<file path="config.mk">
export PLATFORM = sky130hd
export DESIGN_NAME = cpu_bus_master
export DESIGN_NICKNAME = d
export VERILOG_FILES = /design/src/rtl/cpu_bus_master.sv
export SDC_FILE = /design/constraint.sdc
export NUM_CORES = 1
export LEC_CHECK = 0
export BUFFER_PORTS_ARGS = -buffer_cell sky130_fd_sc_hd__buf_2
export CAP_MARGIN = 25
export CORE_UTILIZATION = 38
export CTS_CLUSTER_SIZE = 10
export DETAILED_ROUTE_END_ITERATION = 16
export PLACE_DENSITY = 0.67
export SETUP_SLACK_MARGIN = 0.2
export SLEW_MARGIN = 20
export SYNTH_ARGS = -nofsm -noshare
export SYNTH_HDL_FRONTEND = slang
export SYNTH_SLANG_ARGS = --single-unit
</file>
<file path="constraint.sdc">
create_clock -name clk -period 1.9 [get_ports clk]
set_clock_uncertainty 0.1 [all_clocks]
set_input_delay 0 -clock clk [delete_from_list [all_inputs] [get_ports clk]]
set_output_delay 0 -clock clk [all_outputs]
set_load 0.05 [all_outputs]
</file>
<file path="src/rtl/cpu_bus_master.sv">
// CPU-side bus initiator: turns one core byte request into one 4-phase
// machine cycle on the system bus. All bus strobes are registered so they
// only move on clock edges; DMA-blocked cycles keep their timing but never
// assert a strobe.
//
// Handshake: req_ready = req_valid && phase==3, purely combinational; the
// request is taken on that same clock edge and the core must hold req_valid
// and its fields stable until then. rsp_valid is a one-clock pulse in phase 3
// of the cycle that ran the request, with no backpressure.
module cpu_bus_master #(
   parameter int         PHASES   = 4,
   parameter logic [7:0] OPEN_BUS = 8'hFF
) (
   input  logic        clk,
   input  logic        nreset,
   input  logic        req_valid,
   input  logic        req_wr,
   input  logic [15:0] req_addr,
   input  logic [7:0]  req_wdata,
   output logic        req_ready,
   output logic        rsp_valid,
   output logic [7:0]  rsp_rdata,
   input  logic        dma_busy,
   output logic [15:0] a,
   input  logic [7:0]  d_in,
   output logic [7:0]  d_out,
   output logic        d_oe,
   output logic        cpu_raw_rd,
   output logic        cpu_rd_sync,
   output logic        cpu_wr_raw,
   output logic [1:0]  phase,
   output logic        mcyc_start,
   output logic        blocked
);

   typedef enum logic [1:0] {
      IDLE    = 2'd0,
      BUSY_RD = 2'd1,
      BUSY_WR = 2'd2
   } state_t;

   localparam logic [1:0] LAST_PHASE = 2'(PHASES - 1);

   state_t     state;
   state_t     state_nxt;
   logic [1:0] phase_nxt;
   logic       blocked_nxt;
   logic       accept;
   logic       hram_hit;
   logic       live_rd_nxt;
   logic       live_wr_nxt;
   logic       raw_rd_nxt;
   logic       rd_sync_nxt;
   logic       wr_raw_nxt;
   logic       d_oe_nxt;
   logic       rsp_valid_nxt;

   // Requests are only taken at the last phase so every access lines up with a machine cycle.
   assign accept     = req_valid && (phase == LAST_PHASE);
   assign req_ready  = accept;
   assign mcyc_start = (phase == 2'd0);
   // HRAM stays reachable during OAM DMA; FFFF (IE register) is outside it.
   assign hram_hit   = (req_addr >= 16'hFF80) && (req_addr <= 16'hFFFE);

   // Next state, next phase and the strobe values for the coming phase.
   always_comb begin
      state_nxt   = state;
      blocked_nxt = blocked;
      phase_nxt   = phase + 2'd1;
      if (phase == LAST_PHASE) begin
         if (accept) begin
            state_nxt   = req_wr ? BUSY_WR : BUSY_RD;
            blocked_nxt = dma_busy && !hram_hit;
         end else begin
            state_nxt   = IDLE;
            blocked_nxt = 1'b0;
         end
      end
      live_rd_nxt   = (state_nxt == BUSY_RD) && !blocked_nxt;
      live_wr_nxt   = (state_nxt == BUSY_WR) && !blocked_nxt;
      raw_rd_nxt    = live_rd_nxt;
      rd_sync_nxt   = live_rd_nxt && ((phase_nxt == 2'd1) || (phase_nxt == 2'd2));
      wr_raw_nxt    = live_wr_nxt && phase_nxt[1];
      d_oe_nxt      = live_wr_nxt && (phase_nxt != 2'd0);
      rsp_valid_nxt = (state_nxt != IDLE) && (phase_nxt == LAST_PHASE);
   end

   // FSM state, free-running phase counter and the per-cycle blocked flag.
   always_ff @(posedge clk or negedge nreset) begin
      if (!nreset) begin
         state   <= IDLE;
         phase   <= 2'd0;
         blocked <= 1'b0;
      end else begin
         state   <= state_nxt;
         phase   <= phase_nxt;
         blocked <= blocked_nxt;
      end
   end

   // Registered strobes and response pulse so the bus sees no combinational glitches.
   always_ff @(posedge clk or negedge nreset) begin
      if (!nreset) begin
         cpu_raw_rd  <= 1'b0;
         cpu_rd_sync <= 1'b0;
         cpu_wr_raw  <= 1'b0;
         d_oe        <= 1'b0;
         rsp_valid   <= 1'b0;
      end else begin
         cpu_raw_rd  <= raw_rd_nxt;
         cpu_rd_sync <= rd_sync_nxt;
         cpu_wr_raw  <= wr_raw_nxt;
         d_oe        <= d_oe_nxt;
         rsp_valid   <= rsp_valid_nxt;
      end
   end

   // Latch the request address (and write data) on the accepting edge; held through IDLE.
   always_ff @(posedge clk or negedge nreset) begin
      if (!nreset) begin
         a     <= 16'h0000;
         d_out <= 8'h00;
      end else if (accept) begin
         a <= req_addr;
         if (req_wr) begin
            d_out <= req_wdata;
         end
      end
   end

   // Capture read data on the edge ending phase 2; blocked reads see open bus.
   always_ff @(posedge clk or negedge nreset) begin
      if (!nreset) begin
         rsp_rdata <= 8'h00;
      end else if ((state == BUSY_RD) && (phase == 2'd2)) begin
         rsp_rdata <= blocked ? OPEN_BUS : d_in;
      end
   end

endmodule
</file>
==> run summary, run 1 <==
final hold slack - -19.4 ps
global-route wire length before repair - 5730 um
vias per inst - 4.65
Peak VDD IR - 0.511 mV
Clk pwr share - 0.294
WL/cell - 12.8 um
Vias - 1372
Final Hold Vio Count - 1
Clk Latency, worst-skew pair - 280 ps
critical path class - reg2reg
Port-buffer cells - 78
MaxCap Viol Count - 0
vias in the first global route - 1353
GRT met1 Usage - 0.185
antenna fix cells - 0
post-route setup TNS - 0 ps
largest net degree at the start of global routing - 35
Syn Nets - 167
failing checks - negative hold slack
final setup vio count - 0
cell taking the most area after synthesis - dfrtp_1
core box area - 0.00414 mm2
met2 Usage GRT - 0.316
Root Driver - clkbuf_8
Max Slew Vio Count - 0
Area contributors post-synth - dfrtp_1 (62%), mux2_2 (16%), ha_1 (3.7%)
switch share - 0.326
Required @ worst endpoint - 1990 ps
Worst Tran Pin Value - 725 ps
Comb power frac - 0.272
ys async rst share - 1.00
initial core utilization - 0.408
Leak - 0.00132 uW
gr ovfl total - 0
most common cell after layout, fill and taps aside - buf_2
CP Capture Type - flip-flop
Final Net Count - 287
row count - 23
Pint - 1600 uW
CTS clk-pin slew, worst paths - 70 ps
total wire length - 3780 um
period utilization - 0.842
H-tree level count - 2
post-route ant nets - 0
chip height - 68.7 um
YS warnings - 0
DR iter-0 viols - 41
most frequent cells in the layout - buf_2 (78), dfrtp_1 (40), dlygate4sd3_1 (35), mux2_2 (24), nor2_1 (9)
crit-path cells - ha_4 > nand2_4 > o22ai_1 > nand2b_1 > nor4b_2
Cell Area, Synth - 0.00169 mm2
crit start category - flip-flop
post-synthesis sequential area ratio - 0.622
CTS tree - yes
Yosys top cell area share - 0.622
placed cell count - 253
Post-synth EDFFs - 0
all-layer global routing usage - 0.173
Routability Congestion - 0.657
fraction of layout cells with a size suffix above 1 - 0.502
Slew Limit Headroom - 0.516
register share of total power - 0.435
IO Pins - 79
type of the most critical hold path - in2reg
die area - 0.00472 mm2
clk sinks - 42
Final min period - 1600 ps
Fmax achieved - 625 MHz
DRT Pass-1 Iters - 2
Syn Area/Cell - 13.5 um2
Place WS - 251 ps
Arr. time, crit path - 1690 ps
power per standard cell area - 900 mW/mm2
status - finished, violations left
cell count after synthesis - 125
Slowest cell on crit path - dfrtp_2
chip width - 68.7 um
critical path fanouts, max - 8
Psw - 776 uW
final worst-path setup slack - 301 ps
postcts setup bufs - 0
Non-Filler Instances - 295
Main synth FF type - dfrtp_1
antenna violations before repair - 0
Area growth, synth to finish - 56.5%
distinct cell type count after synthesis - 24
RSZ-0062 raised after global routing - no
CP max stage delay - 460 ps
DRC errors left - 0
worst-case clock buffer depth - 2
GR Util met3 - 0.0428
GR peak layer - met2
HPWL Detailed - 2510 um
#FFs+latches synth - 42
CTS buffer count - 5
what timing repair did:
action,in CTS,in global routing
hold buffers,35,0
endpoints found under the setup margin,0,9
resized for setup,0,2
endpoints found under the hold margin,67,0
per-stage QoR:
| step | cell area [um2] | total power (uW) | util |
|---|---|---|---|
| CTS | 2640 | 2410 | 0.637 |
| global placement | 2180 | 1630 | 0.525 |
| finish | 2640 | 2380 | 0.638 |
| floorplan | 1710 | 1460 | - |
| global route | 2640 | 2500 | 0.638 |
| detailed placement | 2180 | 1640 | 0.525 |
flip-flops by register name, summed over array words and instances (netlist names), 2 cells and up:
signal,cells
a,16
d_out,8
phase,2
rsp_rdata,8
state,2
power by group through the flow:
stage	logic (uW)	registers, uW	clock network [uW]
after global routing	686	1050	769
after detailed placement	593	1050	0
after floorplan	87.6	1380	0
final	647	1030	699
after global placement	584	1050	0
after CTS	647	1030	725
cells in the mapped netlist (2+ instances only):
master    number
dfrtp_1       42
o21ai_0        9
nand2b_1       2
nand3_1        4
ha_1           5
nor2_1         9
nor4_2         2
inv_1          5
nand2_1        8
mux2_2        24
clkbuf_1       2
cells by family (layout without fill, tap and decap cells):
| kind of cell | Yosys count | count (layout) | synth area share |
|---|---|---|---|
| simple gates | 33 | 33 | 0.110 |
| fa+ha+maj | 5 | 5 | 0.0370 |
| buf+inv | 8 | 128 | 0.0185 |
| xor+xnor | 1 | 1 | 0.00519 |
| mux | 24 | 24 | 0.160 |
| flops | 42 | 42 | 0.622 |
| compound gates | 12 | 12 | 0.0474 |
final timing paths:
kind	startpoint	endpoint	cells past startpoint	slack [ps]
hold / removal	req_valid	state[1]	3	-20
min in group asynchronous	nreset	a[13]	2	240
setup reg to reg	phase[1]	cpu_wr_raw	5	300
max in group asynchronous	nreset	rsp_rdata[2]	3	860
hold reg to reg	rsp_rdata[4]	rsp_rdata[4]	2	390
setup / recovery	phase[1]	cpu_wr_raw	5	300
worst max-delay path, delay by kind of cell, from the launching register on:
family	cells	cell delay, ps
AO/OA/AOI/OAI	1	160
adder cells (fa/ha/maj)	1	200
flip-flops	1	460
AND/OR/NAND/NOR	3	590
metal layers:
layer  vias to the layer above  share of wire
met2                        61           0.49
met4                         0          0.015
li1                        667              -
met1                       637           0.42
met5                         -              0
met3                         7          0.072
cell type report:
class,count,area (um2)
Clock buffer,6,82.6
Fill cell,353,1500
Inverter,5,22.5
Timing Repair Buffer,116,763
Sequential cell,42,1050
Clock inverter,1,30.0
Tap cell,50,62.6
Multi-Input combinational cell,75,629
Power figures use the tool's default switching activity.
==> inputs of run 2 (changes only) <==
--- a/config.mk
+++ b/config.mk
@@ -10,7 +10,7 @@
 export CORE_UTILIZATION = 38
 export CTS_CLUSTER_SIZE = 10
 export DETAILED_ROUTE_END_ITERATION = 16
-export PLACE_DENSITY = 0.67
+export PLACE_DENSITY = 0.7
 export SETUP_SLACK_MARGIN = 0.2
 export SLEW_MARGIN = 20
 export SYNTH_ARGS = -nofsm -noshare
==> constraint.sdc (replaced) <==
create_clock -name clk -period 1.3 [get_ports clk]
set_clock_uncertainty 0.1 [all_clocks]
set_input_delay 0 -clock clk [delete_from_list [all_inputs] [get_ports clk]]
set_output_delay 0 -clock clk [all_outputs]
set_load 0.05 [all_outputs]
==> run 2 against run 1 <==
First-iteration DRC count rose by 15%. Count of clock-buffer cells in the layout did not move. Worst hold slack got worse by 3.9 ps. Wire length rose by 12%. Sequential share of layout area fell by 4.0 points. The run ends with negative hold slack, negative setup slack left. Die area did not move. Highest routed layer unchanged. Critical path depth did not move. Non-clock buffer count rose by 14. Largest cell class unchanged. Largest power group unchanged.
==> run summary, run 2 (same netlist as run 1, synthesis figures left out) <==
Filler Cell Count - 306
max reg flops - 16
critical path class - reg2out
all-layer global routing usage - 0.178
final hold slack - -23.3 ps
total power - 3340 uW
crit start category - flip-flop
type of the most critical hold path - in2reg
Hold Crit Depth - 3
Place WS - -194 ps
Required @ worst endpoint - 1200 ps
CTS tree - yes
chip width - 68.7 um
IO Pins - 79
Peak VDD IR - 0.900 mV
worst r2r src - phase[1]
largest net degree at the start of global routing - 23
Non-Filler Instances - 310
fraction of layout cells with a size suffix above 1 - 0.550
core box area - 0.00414 mm2
Top Registers - a (16), d_out (8), rsp_rdata (8)
Hold Crit Endpoint - state[0]
CTS buffer count - 5
Final Hold Vio Count - 1
critical path fanouts, max - 5
vias per inst - 4.65
Min-Delay Startpoint - req_wr
MaxCap Viol Count - 0
Worst R2R Setup Slack - -140 ps
worst-case clock buffer depth - 2
R2R cell count - 4
power per standard cell area - 1140 mW/mm2
antenna fix cells - 0
most frequent cells in the layout - buf_2 (73), dfrtp_1 (40), dlygate4sd3_1 (34), mux2_4 (16)
Arr. time, crit path - 1380 ps
utilization after layout - 0.708
chip height - 68.7 um
CTS clk-pin slew, worst paths - 80 ps
CP Capture Type - output pin
RSZ-0062 raised after global routing - yes
final setup vio count - 39
gr ovfl total - 0
H-tree level count - 2
Root Driver - clkbuf_8
global-route wire length before repair - 6040 um
status - finished, violations left
post-route ant nets - 0
row count - 23
vias in the first global route - 1379
DRC errors left - 0
cts hold-fix bufs - 34
Clk Latency, worst-skew pair - 290 ps
DRT Pass-1 Iters - 4
Slew Limit Headroom - 0.679
Vias - 1441
Worst Tran Pin Value - 481 ps
Final Net Count - 301
final worst-path setup slack - -183 ps
Fmax achieved - 674 MHz
WL/cell - 13.6 um
Reg with most FFs - a
Area growth, synth to finish - 73.8%
die area - 0.00472 mm2
FF-to-FF End - d_out[7]
most common cell after layout, fill and taps aside - buf_2
placed cell count - 265
clk sinks - 42
DR iter-0 viols - 47
Max Slew Vio Count - 0
HPWL Detailed - 2710 um
Final min period - 1480 ps
Routability Congestion - 0.759
Leak - 0.00150 uW
period utilization - 1.14
antenna violations before repair - 0
total wire length - 4220 um
initial core utilization - 0.408
failing checks - negative hold slack, negative setup slack
Port-buffer cells - 78
==> run 2: cell types whose count changed in the layout (fill, tap and decap cells not counted), sizes merged <==
cell         before  now
clkinv            0    2
dlygate4sd3      35   34
bufinv            1    0
buf              81   96
==> run 2: worst max-delay path by stage <==
stage / from / to / slack, ps
after floorplan: phase[0] / blocked / -470
after global placement: phase[0] / cpu_wr_raw / -150
after detailed placement: phase[0] / cpu_wr_raw / -190
after CTS: phase[1] / req_ready / -170
after global routing: phase[0] / req_ready / -250
final: phase[1] / req_ready / -180
==> run 2: area by class of cell <==
class | count | area [um2] | area share
clock buffers | 6 | 72.6 | 0.0247
clock inverters | 2 | 13.8 | 0.00469
inverters | 5 | 25.0 | 0.00853
multi-input cells | 75 | 723 | 0.246
flip-flops and latches | 42 | 1050 | 0.359
well taps | 50 | 62.6 | 0.0213
repair buffers | 130 | 985 | 0.335
==> run 2: critical path, cell delays in order (launching register included) <==
cell,delay (ps)
dfrtp_2,440
ha_4,210
nand2_8,80
clkinvlp_4,100
buf_6,120
buf_8,140
==> run 2: metal layers <==
layer	global-route usage	part of all wire	vias up
met4	0.0547	0.0066	0
met5	0	0	-
met3	0.0707	0.069	4
met1	0.195	0.43	680
met2	0.315	0.49	61
li1	-	-	696
==> run 2: power breakdown <==
part	total, uW	switching, uW	internal, uW
Clock	819	440	379
Sequential	1510	68.6	1440
Combinational	1010	673	337
Total	3340	1180	2160
==> run 2: timing repair <==
| item | in CTS | in global routing |
|---|---|---|
| cloned | 0 | 0 |
| hold endpoints to repair | 76 | 1 |
| pin swaps | 1 | 0 |
| setup endpoints to repair | 45 | 46 |
| setup buffers | 1 | 2 |
| resized for setup | 25 | 17 |
==> run 2: through the flow <==
stage | setup TNS, ps | cell area, um2
detailed placement | -4240 | 2340
CTS | -4390 | 2860
finish | -3980 | 2940
floorplan | -9160 | 1750
global route | -6040 | 2940
global placement | -3180 | 2340
==> inputs of run 3 (changes only) <==
--- a/config.mk
+++ b/config.mk
@@ -16,3 +16,4 @@
 export SYNTH_ARGS = -nofsm -noshare
 export SYNTH_HDL_FRONTEND = slang
 export SYNTH_SLANG_ARGS = --single-unit
+export TNS_END_PERCENT = 5
==> run 3 against run 2 <==
The run ends with negative setup slack left. Flip-flop and latch count is the same. Setup slack gained 38 ps. Final area shrank 3.7%. Register-to-register slack is essentially flat. Sequential power is essentially flat. Critical path depth shrank 1. Count of clock-buffer cells in the layout grew 1. Worst hold slack gained 33 ps. Via count shrank 0.21%. Largest power group unchanged.
==> run summary, run 3 (same netlist as run 1, synthesis figures left out) <==
RSZ-0062 raised after global routing - yes
vias in the first global route - 1424
final setup vio count - 40
total wire length - 4270 um
DRC errors left - 0
post-route ant nets - 0
core box area - 0.00414 mm2
status - finished, violations left
Final Hold Vio Count - 0
Final Net Count - 294
switch share - 0.346
vias per inst - 4.76
Place WS - -230 ps
DRT Pass-1 Iters - 4
Top Registers - a (16), d_out (8), rsp_rdata (8)
register share of total power - 0.460
DR iter-0 viols - 20
antenna fix cells - 0
Leak - 0.00144 uW
gr ovfl total - 0
chip width - 68.7 um
IO Pins - 79
chip height - 68.7 um
final worst-path setup slack - -145 ps
Port-buffer cells - 78
utilization after layout - 0.682
Max Slew Vio Count - 0
critical path fanouts, max - 13
Slew Limit Headroom - 0.701
Pint - 2140 uW
Comb power frac - 0.307
Peak VDD IR - 0.912 mV
MaxCap Viol Count - 0
Required @ worst endpoint - 1370 ps
Final min period - 1440 ps
Psw - 1130 uW
failing checks - negative setup slack
period utilization - 1.11
largest net degree at the start of global routing - 25
postcts setup bufs - 0
worst-case clock buffer depth - 2
critical path class - reg2reg
Clk pwr share - 0.233
max reg flops - 16
power per standard cell area - 1160 mW/mm2
Vias - 1438
clk sinks - 42
WL/cell - 14.1 um
Worst Tran Pin Value - 449 ps
initial core utilization - 0.408
H-tree level count - 2
row count - 23
antenna violations before repair - 0
global-route wire length before repair - 6250 um
die area - 0.00472 mm2
HPWL Detailed - 2660 um
CP Capture Type - flip-flop
Routability Congestion - 0.712
Arr. time, crit path - 1510 ps
CTS tree - yes
Area growth, synth to finish - 67.3%
crit start category - flip-flop
Fmax achieved - 692 MHz
type of the most critical hold path - in2reg
fraction of layout cells with a size suffix above 1 - 0.532
Clk Latency, worst-skew pair - 280 ps
Reg with most FFs - a
most common cell after layout, fill and taps aside - buf_2
most frequent cells in the layout - buf_2 (75), dfrtp_1 (40), dlygate4sd3_1 (33), mux2_4 (13), mux2_2 (11)
Root Driver - clkbuf_8
all-layer global routing usage - 0.185
CTS buffer count - 5
CTS clk-pin slew, worst paths - 70 ps
-- run 3: critical path, stage by stage (launching register included) --
cell,delay [ps]
dfrtp_2,440
ha_4,210
nand2_8,110
buf_12,160
mux2_4,310
-- run 3: worst paths after layout --
path                           endpoint  slack, ps    startpoint  cells past startpoint
setup reg to reg                  a[12]       -140      phase[0]                      4
hold reg to reg            rsp_rdata[1]        380  rsp_rdata[1]                      2
max in group asynchronous          a[3]        520        nreset                      3
setup / recovery                  a[12]       -140      phase[0]                      4
hold / removal              cpu_rd_sync          9        req_wr                      4
min in group asynchronous  rsp_rdata[2]         80        nreset                      2
-- run 3: layout make-up --
cell class              count  area, um2
fillers                   305       1320
repair buffers            123        883
inverters                   5       22.5
flip-flops and latches     42       1050
multi-input cells          75        728
clock buffers               7       76.3
well taps                  50       62.6
-- run 3: layer usage --
metal / part of all wire / global-route usage
met4: 0.0094 / 0.0495
met1: 0.40 / 0.191
met3: 0.070 / 0.0625
met5: 0 / 0
met2: 0.52 / 0.352
-- run 3: stage by stage --
stage	power (uW)	TNS [ps]	instances	hold slack (ps)	area (um2)
CTS	3290	-4450	302	-4.15	2780
global route	3430	-6610	302	4.21	2830
detailed placement	2410	-3920	262	-123	2290
floorplan	2140	-10890	125	-396	1710
global placement	2400	-2590	262	-125	2290
finish	3280	-4300	302	9.34	2830
-- run 3: power by group through the flow --
stage | logic, uW | clock network (uW) | registers, uW
4_1_cts | 990 | 794 | 1510
3_3_place_gp | 873 | 0 | 1530
3_5_place_dp | 884 | 0 | 1530
2_1_floorplan | 128 | 0 | 2010
6_report | 1010 | 764 | 1510
5_1_grt | 1060 | 843 | 1530
-- run 3: timing repair --
| action | CTS | global route |
|---|---|---|
| setup endpoints to repair | 45 | 45 |
| cloned | 0 | 0 |
| hold endpoints to repair | 75 | 0 |
| gates resized for setup | 21 | 8 |
| hold buffers | 33 | 0 |
| pin swaps | 0 | 2 |
